<file path="src/rtl/viterbi_pkg.sv">
// Shared decoder-datapath definitions used by the serializer/deserializer pair.
package viterbi_pkg;

    localparam int SYM_W_DEF  = 2;
    localparam int WORD_W_DEF = 16;

    typedef logic [SYM_W_DEF-1:0] sym_t;

    typedef struct packed {
        sym_t hi;
        sym_t lo;
    } sym_pair_t;

endpackage

</file>
<file path="src/rtl/sipo.sv">
// Serial-in/parallel-out deserializer: MSB-first symbols into words, with flush
// padding, a valid/ready output register and a sticky overflow flag.
module sipo
    import viterbi_pkg::*;
#(
    parameter int SYM_W  = SYM_W_DEF,
    parameter int WORD_W = WORD_W_DEF
) (
    input  logic                              clk,
    input  logic                              rst,
    input  logic                              valid_serial_i,
    input  logic [SYM_W-1:0]                  data_serial_i,
    input  logic                              flush_i,
    input  logic                              ready_parallel_i,
    output logic [WORD_W-1:0]                 data_parallel_o,
    output logic                              valid_parallel_o,
    output logic                              partial_o,
    output logic [$clog2(WORD_W/SYM_W):0]     fill_o,
    output logic                              overflow_o
);

    localparam int N     = WORD_W / SYM_W;
    localparam int CNT_W = $clog2(N) + 1;

    localparam logic OUT_EMPTY = 1'b0;
    localparam logic OUT_FULL  = 1'b1;

    logic [WORD_W-1:0] sr;
    logic [CNT_W-1:0]  cnt;
    logic              out_state;

    logic [WORD_W-1:0] sr_shift;
    logic [WORD_W-1:0] sr_incl;
    logic [WORD_W-1:0] offer_word;
    logic [CNT_W-1:0]  n_incl;
    logic              complete;
    logic              close;
    logic              offer;
    logic              offer_partial;

    // Left-align a word holding n symbols in its low bits.
    function automatic logic [WORD_W-1:0] pad_word(input logic [WORD_W-1:0] w,
                                                   input logic [CNT_W-1:0]  n);
        int sh;
        sh = SYM_W * (N - int'(n));
        return w << sh;
    endfunction

    always_comb begin
        sr_shift      = {sr[WORD_W-SYM_W-1:0], data_serial_i};
        sr_incl       = valid_serial_i ? sr_shift : sr;
        n_incl        = cnt + CNT_W'(valid_serial_i);
        complete      = valid_serial_i && (cnt == CNT_W'(N - 1));
        close         = flush_i && (n_incl != '0);
        offer         = complete || close;
        offer_partial = !complete;
        offer_word    = complete ? sr_shift : pad_word(sr_incl, n_incl);
    end

    // Accumulator: never stalls, restarts after every offered word.
    always_ff @(posedge clk) begin
        if (rst) begin
            sr  <= '0;
            cnt <= '0;
        end else if (offer) begin
            sr  <= '0;
            cnt <= '0;
        end else if (valid_serial_i) begin
            sr  <= sr_shift;
            cnt <= cnt + 1'b1;
        end
    end

    // Output register: a same-edge drain and refill keeps OUT_FULL without overflow.
    always_ff @(posedge clk) begin
        if (rst) begin
            out_state       <= OUT_EMPTY;
            data_parallel_o <= '0;
            partial_o       <= 1'b0;
            overflow_o      <= 1'b0;
        end else if (offer) begin
            if (out_state == OUT_EMPTY || ready_parallel_i) begin
                out_state       <= OUT_FULL;
                data_parallel_o <= offer_word;
                partial_o       <= offer_partial;
            end else begin
                overflow_o <= 1'b1;
            end
        end else if (out_state == OUT_FULL && ready_parallel_i) begin
            out_state <= OUT_EMPTY;
        end
    end

    assign valid_parallel_o = (out_state == OUT_FULL);
    assign fill_o           = cnt;

endmodule

</file>
<file path="config.mk">
export PLATFORM = sky130hd
export DESIGN_NAME = sipo
export DESIGN_NICKNAME = d
export VERILOG_FILES = /design/src/rtl/viterbi_pkg.sv /design/src/rtl/sipo.sv
export SDC_FILE = /design/constraint.sdc
export NUM_CORES = 1
export LEC_CHECK = 0
export ABC_CLOCK_PERIOD_IN_PS = 2560
export CAP_MARGIN = 20
export CELL_PAD_IN_SITES_DETAIL_PLACEMENT = 0
export CELL_PAD_IN_SITES_GLOBAL_PLACEMENT = 1
export CORE_AREA = 2 2 88 73
export DETAILED_ROUTE_END_ITERATION = 16
export DIE_AREA = 0 0 90 75
export DONT_BUFFER_PORTS = 1
export HOLD_SLACK_MARGIN = 0.12
export PLACE_DENSITY = 0.81
export SLEW_MARGIN = 40
export SYNTH_ARGS = -nofsm -noshare
export SYNTH_HDL_FRONTEND = slang
export SYNTH_SLANG_ARGS = --single-unit
</file>
<file path="constraint.sdc">
create_clock -name clk -period 2.56 [get_ports clk]
set_input_delay 0.256 -clock clk [delete_from_list [all_inputs] [get_ports clk]]
set_output_delay 0.256 -clock clk [all_outputs]
set_load 0.01 [all_outputs]
</file>
==> results of run 1 <==
==> metrics by stage <==
step	util [%]	power [uW]	hold WS (ns)	std cells	setup TNS (ns)
after floorplan	-	1071	0.4297	278	-0.0007589
after global placement	45.81	1173	0.3264	351	0
after detailed placement	45.81	1175	0.3277	351	0
after CTS	48.00	1712	0.1254	360	0
after global routing	49.01	1827	0.1258	362	-0.0001052
final	49.01	1731	0.1337	362	0
==> power by group through the flow <==
| stage | Clock (uW) | Combinational, uW | Sequential [uW] |
|---|---|---|---|
| 4_1_cts | 545 | 484 | 683 |
| 2_1_floorplan | 0 | 380 | 691 |
| 3_5_place_dp | 0 | 477 | 698 |
| 3_3_place_gp | 0 | 476 | 697 |
| 6_report | 530 | 519 | 682 |
| 5_1_grt | 577 | 562 | 688 |
==> cell usage after synthesis (all sizes together), types with 2 or more instances <==
master,count,share of area [%]
nor2,44,6.5
dfxtp,39,31
mux2i,30,12
buf,15,3.9
mux2,12,5.3
nand2,11,1.6
nand4,9,2.7
inv,8,1.2
a211oi,7,2.1
nand3,6,1.4
nor2b,6,1.5
a41oi,5,2.9
clkbuf,5,0.74
nand2b,5,1.2
nor3,5,0.98
o22ai,5,1.2
a21oi,4,0.79
a311oi,4,2.1
ha,4,2.0
o21ai,4,0.79
o21bai,4,1.2
xnor2,4,1.4
a2bb2oi,3,1.0
a32oi,3,1.0
o2111ai,3,1.0
o211ai,3,0.89
xor2,3,1.3
a21o,2,0.59
a31o,2,0.69
and2,2,0.49
o21a,2,0.59
o31ai,2,0.59
==> critical path, cell delays in order, from the launching register on <==
cell and delay, ns:
dfxtp_1 0.31, ha_1 0.20, ha_1 0.31, inv_1 0.05, ha_2 0.21, and2b_1 0.18, and2_1 0.18, a221oi_4 0.29
buf_12 0.16, buf_12 0.13, a2bb2oi_1 0.16, o32ai_1 0.10
==> registers in the layout, summed over array words and instances, names as in the netlist <==
signal            flops
data_parallel_o      16
sr                   16
fill_o                4
overflow_o            1
partial_o             1
valid_parallel_o      1
==> cell usage in the layout (no fill, tap or decap), types with 6 or more instances in the layout <==
cell,synthesis,layout
nor2_1,44,44
dfxtp_1,39,39
mux2i_1,29,29
mux2_2,12,12
nand2_1,11,11
inv_1,8,8
buf_4,2,8
nand4_1,7,7
a211oi_1,7,6
clkbuf_8,0,6
==> worst max-delay path by stage <==
| stage | to | slack, ns |
|---|---|---|
| after floorplan | data_parallel_o[15] | -0.0008 |
| after global placement | data_parallel_o[0] | 0.14 |
| after detailed placement | data_parallel_o[6] | 0.09 |
| after CTS | data_parallel_o[6] | 0.08 |
| after global routing | data_parallel_o[0] | -0.0001 |
| final | data_parallel_o[0] | 0.14 |
==> area by class of cell <==
class	count	area [sq um]
clock buffers	6	82.58
clock inverters	2	35.03
fillers	554	2967
inverters	8	30.03
multi-input cells	211	1627
flip-flops and latches	39	780.7
well taps	81	101.3
repair buffers	15	195.2
==> repair_timing <==
item                                   CTS  global route
endpoints found under the hold margin   15             0
hold buffers                             1             0
resized for setup                        0             4
setup buffers                            0             1
setup endpoints to repair                0            29
==> per-layer routing <==
layer	track usage (%)	vias up	wire, um
met2	29.49	73	2806
li1	-	1031	-
met1	27.96	1003	3092
met3	5.005	4	463
met4	2.735	0	34
met5	0	-	0
==> cell families (layout without fill, tap and decap cells) <==
group / count (synthesis) / in the layout / synth area share [%]
muxes: 43 / 43 / 18.51
adders and majority gates: 4 / 4 / 1.970
buffers and inverters: 28 / 31 / 5.809
AOI/OAI and AO/OA: 62 / 62 / 21.22
xor gates and xnor gates: 7 / 7 / 2.708
and+or+nand+nor: 95 / 95 / 19.05
DFF: 39 / 39 / 30.72
==> impl_results.md, run 1 <==
* Main synth FF type: dfxtp_1
* Die area at 0.006750 sq mm
* Gpl congestion at 0.8873
* Clk_skew at roughly 0.0085 ns
* Clock tree buffer depth at 2
* Core box area at about 0.0058 sq mm
* Reg-to-reg slack, setup at 0.14 ns
* Worst-margin pin slew at 0.6718 ns
* CP required at 2.70 ns
* Power Dens Cells at 606.9 mW/mm^2
* Grt ovf at 0
* Reg2reg path depth at 11
* Post-synth EDFFs at 0
* Async SR Flop Fraction at 0%
* Starting DRT DRC Count at 204
* Slew Viols, Final at 0
* Syn Inst Count at 278
* Syn Nets at 289
* Cell Int Power at 1196 uW
* Ant. Diodes at 0
* NumNets Final at between 200 and 300
* Hold depth at 2
* Launch point of the worst hold path: valid_serial_i
* CTS root buffer: clkbuf_8
* Die Y at 75 um
* Wirelength, routed at roughly 6400 um
* Crit Path Class: reg -> reg
* TritonCTS sink count at 39
* Critical path arrival at 2.56 ns
* H-Tree Depth at 2
* Clock share of power at 30.6%
* Pre-CTS setup slack at approximately 0.094 ns
* Die X at 90 um
* Relative slew margins at 55.06%
* Sequential power share at 39.4%
* Seq/Total Area, Yosys at 30.72%
* Final hold vios at 0
* Combinational Power Share at 30.0%
* Final Setup Violations at 0
* Final period utilization at 94.34%
* Post-synthesis register bit count at 39
* F_max at 414.0 MHz
* Vias per Instance at approximately 6
* I/O Buffers at 0
* Syn avg cell area at 9.141 sq um
* Crit start category: register
* Critical path startpoint: fill_o[0]
* Crit path max fanout at 13
* Hold Crit Class: in -> reg
* Vias in the first global route at 1970
* CTS tree: yes
* Hold Crit Endpoint: fill_o[0]
* Outcome: complete, no violations
* Pin count of the biggest net entering global routing at 46
* Starting Density at 43.68%
* Vias at ~2.1k
* # IOs at 30
* R2r startpoint: fill_o[0]
* Wirelength per Cell at 17.67 um
* Post-route cell area at ~0.0029 sq mm
* Worst VDD drop at 0.2323 mV
* ANT nets after route at 0
* Worst skew pair latency at 0.29 ns
* Num CTS Buffers at 5
* Share of cells above drive strength 1 at 20.64%
* Drt pass-1 iters at 4
* Max-cap violation count at 0
* Period minus WS final at roughly 2.4 ns
* Syn. warnings at 0
* Psw at 534.3 uW
* Gr usage total at 19.19%
* Area Growth Syn to Fin at 12.21%
* Sw Share at 30.87%
* Distinct cells, synth at 59
* Reg2reg end: data_parallel_o[0]
* Residual DRC at 0
* Placed Area at 0.002665 sq mm
* Critical path capture point type: register
* Clock-pin slew on the worst setup and hold paths at 0.08 ns
* Leak Pwr at 0.001095 uW
* Detail Placement HPWL at roughly 4500 um
* Setup WS post-layout at 0.1448 ns
* Site row count at 25
* Post-Syn Area at between 0.002 and 0.003 sq mm
* Initial antenna violation count at 0
* First-pass GRT wire length at 10400 um
(Power assumes the default switching activity.)
==> run 2, diff against run 1 <==
--- a/config.mk
+++ b/config.mk
@@ -5,16 +5,16 @@
 export SDC_FILE = /design/constraint.sdc
 export NUM_CORES = 1
 export LEC_CHECK = 0
-export ABC_CLOCK_PERIOD_IN_PS = 2560
+export ABC_CLOCK_PERIOD_IN_PS = 3000
 export CAP_MARGIN = 20
 export CELL_PAD_IN_SITES_DETAIL_PLACEMENT = 0
 export CELL_PAD_IN_SITES_GLOBAL_PLACEMENT = 1
-export CORE_AREA = 2 2 88 73
+export CORE_AREA = 3 3 83 69
 export DETAILED_ROUTE_END_ITERATION = 16
-export DIE_AREA = 0 0 90 75
+export DIE_AREA = 0 0 86 72
 export DONT_BUFFER_PORTS = 1
 export HOLD_SLACK_MARGIN = 0.12
-export PLACE_DENSITY = 0.81
+export PLACE_DENSITY = 0.88
 export SLEW_MARGIN = 40
 export SYNTH_ARGS = -nofsm -noshare
 export SYNTH_HDL_FRONTEND = slang
==> constraint.sdc (replaced) <==
create_clock -name clk -period 3 [get_ports clk]
set_input_delay 0.3 -clock clk [delete_from_list [all_inputs] [get_ports clk]]
set_output_delay 0.3 -clock clk [all_outputs]
set_load 0.01 [all_outputs]
==> run 2 against run 1 <==
Critical path depth is 4 lower. Clock power hardly changed. Non-clock buffer count shrank 9. Clock skew about the same. Cell count down 7.7%. Largest power group unchanged.
==> impl_results.md, run 2 (synthesis results as in run 1) <==
* Starting DRT DRC Count at 240
* CP required at 3.22 ns
* Initial antenna violation count at 0
* Pin count of the biggest net entering global routing at 46
* Pre-CTS setup slack at 0.05329 ns
* Sw Share at 31.09%
* I/O Buffers at 0
* Die Y at 72 um
* Pwr Total at roughly 1500 uW
* Max-cap violation count at 0
* Outcome: complete, no violations
* Wirelength per Cell at around 19 um
* Grt ovf at 0
* Crit Path Class: reg -> reg
* TritonCTS sink count at 39
* R2r startpoint: fill_o[0]
* Vias at 2110
* Clock-pin slew on the worst setup and hold paths at 0.08 ns
* Reg-to-reg slack, setup at 0.20 ns
* Die X at 86 um
* Starting Density at 51.04%
* Critical path startpoint: fill_o[0]
* Reg2reg end: data_parallel_o[15]
* Crit start category: register
* Power Dens Cells at 559.3 mW/mm^2
* First-pass GRT wire length at 10610 um
* Vias in the first global route at 2094
* Ant. Diodes at 0
* Combinational Power Share at 25.9%
* Vias per Instance at between 6 and 7
* Final period utilization at 93.43%
* # IOs at 30
* Worst-margin pin slew at 0.6536 ns
* Critical path capture point type: register
* Clock tree buffer depth at 2
* CTS root buffer: clkbuf_8
* Period minus WS final at 2.803 ns
* Die area at approximately 0.0062 sq mm
* Relative slew margins at 56.12%
* Drt pass-1 iters at 4
* Final Setup Violations at 0
* Most common cell after layout, fill and taps aside: nor2_1
* Worst skew pair latency at 0.30 ns
* Clock share of power at 35.2%
* Residual DRC at 0
* Detail Placement HPWL at 4307 um
* CTS tree: yes
* Gpl congestion at approximately 0.85
* Most frequent cells in the layout: nor2_1 (44), dfxtp_1 (39), mux2i_1 (29)
* Core box area at 0.004979 sq mm
* H-Tree Depth at 2
* Crit path max fanout at 15
* Sum Neg Setup Slack at 0 ns
* Clk_skew at 0.008672 ns
* Final hold vios at 0
* Slew Viols, Final at 0
* Psw at 468.2 uW
* NumNets Final at 282
* # Post-CTS Setup Buffers at 0
* Site row count at 23
* Setup WS post-layout at 0.1970 ns
* Area Growth Syn to Fin at 5.958%
* WHS at 0.1571 ns
* F_max at 356.8 MHz
* Reg2reg path depth at 7
* End of the critical path: data_parallel_o[15]
* Unrepaired setup endpoints after global routing: false
* Critical path arrival at 3.03 ns
* ANT nets after route at 0
* Num CTS Buffers at 5
* Share of cells above drive strength 1 at 17.28%
* Cell Int Power at 1038 uW
* Sequential power share at 38.9%
* Hold Crit Class: in -> reg
* Gr usage total at between 20% and 30%
* Worst VDD drop at 0.3567 mV
* Wirelength, routed at 6357 um
* Leak Pwr at 0.001020 uW
run 2: stage by stage:
step | instances | util [%] | area (sq um)
detailed placement | 325 | 50.99 | 2539
global route | 334 | 54.08 | 2693
global placement | 325 | 50.99 | 2539
finish | 334 | 54.08 | 2693
floorplan | 278 | - | 2541
CTS | 334 | 53.93 | 2685
run 2: power by group through the flow:
stage               clock (uW)  sequential [uW]  combinational (uW)
detailed placement           0              598                 373
CTS                        537              586                 378
finish                     531              586                 390
global placement             0              597                 372
floorplan                    0              590                 321
global route               560              590                 422
run 2: layer usage:
metal / track usage (%) / wire length (um) / vias to the layer above / part of all wire [%]
met4: 7.381 / 108 / 0 / 1.7
met5: 0 / 0 / - / 0
met2: 31.82 / 2705 / 73 / 43
li1: - / - / 1019 / -
met1: 30.40 / 2999 / 1007 / 47
met3: 6.810 / 544 / 11 / 8.6
run 2: how the worst min path moves through the flow:
stage                         from                   to  slack [ns]  depth (start not counted)
finish              valid_serial_i            fill_o[0]        0.16                          2
floorplan                   sr[14]               sr[14]        0.45                          2
global placement               rst  data_parallel_o[12]        0.37                          1
global route        valid_serial_i                sr[5]        0.16                          2
CTS                 valid_serial_i                sr[2]        0.15                          2
detailed placement             rst  data_parallel_o[13]        0.37                          1
run 2: what timing repair did:
action | CTS | global route
endpoints found under the hold margin | 15 | 0
hold buffers | 1 | 0
endpoints found under the setup margin | 0 | 23
gates resized for setup | 0 | 4
run 2: cell type report:
type / count / area [sq um]
clock buffers: 5 / 68.82
clock inverters: 3 / 67.56
fillers: 480 / 2286
inverters: 8 / 30.03
multi-input cells: 211 / 1620
flip-flops and latches: 39 / 780.7
well taps: 62 / 77.57
repair buffers: 6 / 47.55
run 2: worst max-delay path, stage by stage, from the launching register on:
cell and delay [ns]:
dfxtp_1 0.48, ha_1 0.29, ha_1 0.34, xor2_2 0.16
or4_4 0.46, mux2i_4 0.46, o2111ai_1 0.27, a311oi_2 0.27
==> run 3, diff against run 2 <==
==> config.mk (replaced) <==
export PLATFORM = sky130hd
export DESIGN_NAME = sipo
export DESIGN_NICKNAME = d
export VERILOG_FILES = /design/src/rtl/viterbi_pkg.sv /design/src/rtl/sipo.sv
export SDC_FILE = /design/constraint.sdc
export NUM_CORES = 1
export LEC_CHECK = 0
export ABC_CLOCK_PERIOD_IN_PS = 2550
export CELL_PAD_IN_SITES_DETAIL_PLACEMENT = 0
export CELL_PAD_IN_SITES_GLOBAL_PLACEMENT = 1
export CORE_AREA = 3 3 89 74
export DETAILED_ROUTE_END_ITERATION = 16
export DIE_AREA = 0 0 92 77
export DONT_BUFFER_PORTS = 1
export HOLD_SLACK_MARGIN = 0.12
export PLACE_DENSITY = 0.81
export SLEW_MARGIN = 40
export SYNTH_ARGS = -nofsm -noshare
export SYNTH_HDL_FRONTEND = slang
export SYNTH_SLANG_ARGS = --single-unit
==> constraint.sdc (replaced) <==
create_clock -name clk -period 2.55 [get_ports clk]
set_input_delay 0.255 -clock clk [delete_from_list [all_inputs] [get_ports clk]]
set_output_delay 0.255 -clock clk [all_outputs]
set_load 0.01 [all_outputs]
==> run 3 against run 2 <==
Register-to-register slack got worse by 0.07 ns. Non-clock buffer count rose by 9. First-iteration DRC count rose by 8.3%. Hold slack got worse by 0.018 ns. Combinational power rose by 36%. Clock power barely moved. Worst setup slack got worse by 0.065 ns. Cell count rose by 8.4%. Critical path type unchanged.
==> impl_results.md, run 3 (synthesis results as in run 1) <==
* Area of the multi-input gates at 0.001664 sq mm
* I/O Buffers at 0
* Worst skew pair latency at about 0.29 ns
* Critical path capture point type: register
* Power Dens Cells at 607.2 mW/mm^2
* FF/Latch Area at around 780 sq um
* CTS tree: yes
* Worst-margin pin slew at 0.6609 ns
* # IOs at 30
* Gpl congestion at 0.9160
* F_max at slightly above 400 MHz
* Area Growth Syn to Fin at 13.20%
* CP required at 2.77 ns
* First-pass GRT wire length at around 11000 um
* Unrepaired setup endpoints after global routing: false
* Final period utilization at 94.82%
* Vias in the first global route at 2104
* Fillcell total at approximately 560
* H-Tree Depth at 2
* Detail Placement HPWL at between 4000 and 5000 um
* Max-cap violation count at 0
* Gr usage total at about a fifth
* TritonCTS sink count at 39
* CTS root buffer: clkbuf_8
* Clock tree buffer depth at 2
* ANT nets after route at 0
* Wirelength, routed at between 6000 and 7000 um
* Period minus WS final at 2.418 ns
* Worst VDD drop at around 0.23 mV
* Starting DRT DRC Count at 260
* Relative slew margins at 55.79%
* Wirelength per Cell at between 15 and 20 um
* Pin count of the biggest net entering global routing at 46
* Drt pass-1 iters at 4
* Final hold vios at 0
* Pwr Total at 1747 uW
* Outcome: complete, no violations
* Leak Pwr at 0.001112 uW
* Final Setup Violations at 0
* Hold Crit Class: in -> reg
* Most frequent cells in the layout: nor2_1 (44), dfxtp_1 (39), mux2i_1 (29)
* Die X at 92 um
* Initial antenna violation count at 0
* Share of cells above drive strength 1 at 21.35%
* Sum Neg Setup Slack at 0 ns
* Site row count at 25
* Core box area at between 0.005 and 0.006 sq mm
* Ant. Diodes at 0
* Vias per Instance at 5.895
* Die area at approximately 0.0071 sq mm
* Starting Density at 43.68%
* Vias at 2134
* Most common cell after layout, fill and taps aside: nor2_1
* Crit Path Class: reg -> reg
* Setup WS post-layout at ~0.13 ns
* Crit path max fanout at 13
* Slew Viols, Final at 0
* Die Y at 77 um
* Residual DRC at 0
* Clk_skew at 0.007742 ns
* NumNets Final at 291
* Num CTS Buffers at 5
* Pre-CTS setup slack at 0.09293 ns
* Crit start category: register
* Grt ovf at 0
* Clock-pin slew on the worst setup and hold paths at 0.08 ns
* Critical path arrival at 2.64 ns
[run 3: routing by layer]
layer | routed length (um) | GRT usage [%] | vias to the layer above
li1 | - | - | 1033
met1 | 3081 | 26.71 | 1015
met2 | 2917 | 28.57 | 77
met3 | 497 | 4.314 | 9
met4 | 98 | 3.709 | 0
met5 | 0 | 0 | -
[run 3: final timing paths]
check                       from                  to  slack, ns  cells past startpoint
hold reg to reg           sr[14]              sr[14]       0.49                      2
setup / recovery       fill_o[0]  data_parallel_o[8]       0.13                     11
setup reg to reg       fill_o[0]  data_parallel_o[8]       0.13                     11
hold / removal    valid_serial_i           fill_o[1]       0.14                      2
[run 3: layout make-up]
cell class	instances	area share (%)
multi-input cells	211	57.85
well taps	81	3.523
clock inverters	2	1.218
clock buffers	6	2.871
repair buffers	15	6.351
inverters	8	1.044
flip-flops and latches	39	27.14
[run 3: stage by stage]
stage          cells  instance area (sq um)  utilization (%)  hold WS (ns)
2_1_floorplan    278                   2554                -        0.4287
4_1_cts          360                   2793            48.00        0.1334
3_3_place_gp     351                   2665            45.81        0.3253
6_report         362                   2877            49.44        0.1391
3_5_place_dp     351                   2665            45.81        0.3267
5_1_grt          362                   2877            49.44        0.1379
[run 3: repair_timing]
action	in CTS	in global routing
setup buffers	0	1
resized for setup	0	8
endpoints found under the setup margin	0	30
hold buffers	1	0
endpoints found under the hold margin	15	0
[run 3: report_power, final]
| part | internal, uW | total [uW] | switching, uW |
|---|---|---|---|
| Combinational | 244 | 530 | 285 |
| Sequential | 644 | 685 | 40.7 |
| Clock | 317 | 532 | 216 |
| Total | 1200 | 1750 | 542 |
[run 3: worst max-delay path, stage by stage (launching register included)]
cell	delay (ns)
dfxtp_1	0.32
ha_1	0.22
ha_4	0.29
inv_1	0.06
ha_4	0.18
and2b_1	0.16
and2_1	0.18
a221oi_4	0.37
buf_4	0.20
clkbuf_16	0.16
o21bai_1	0.08
a41oi_2	0.15
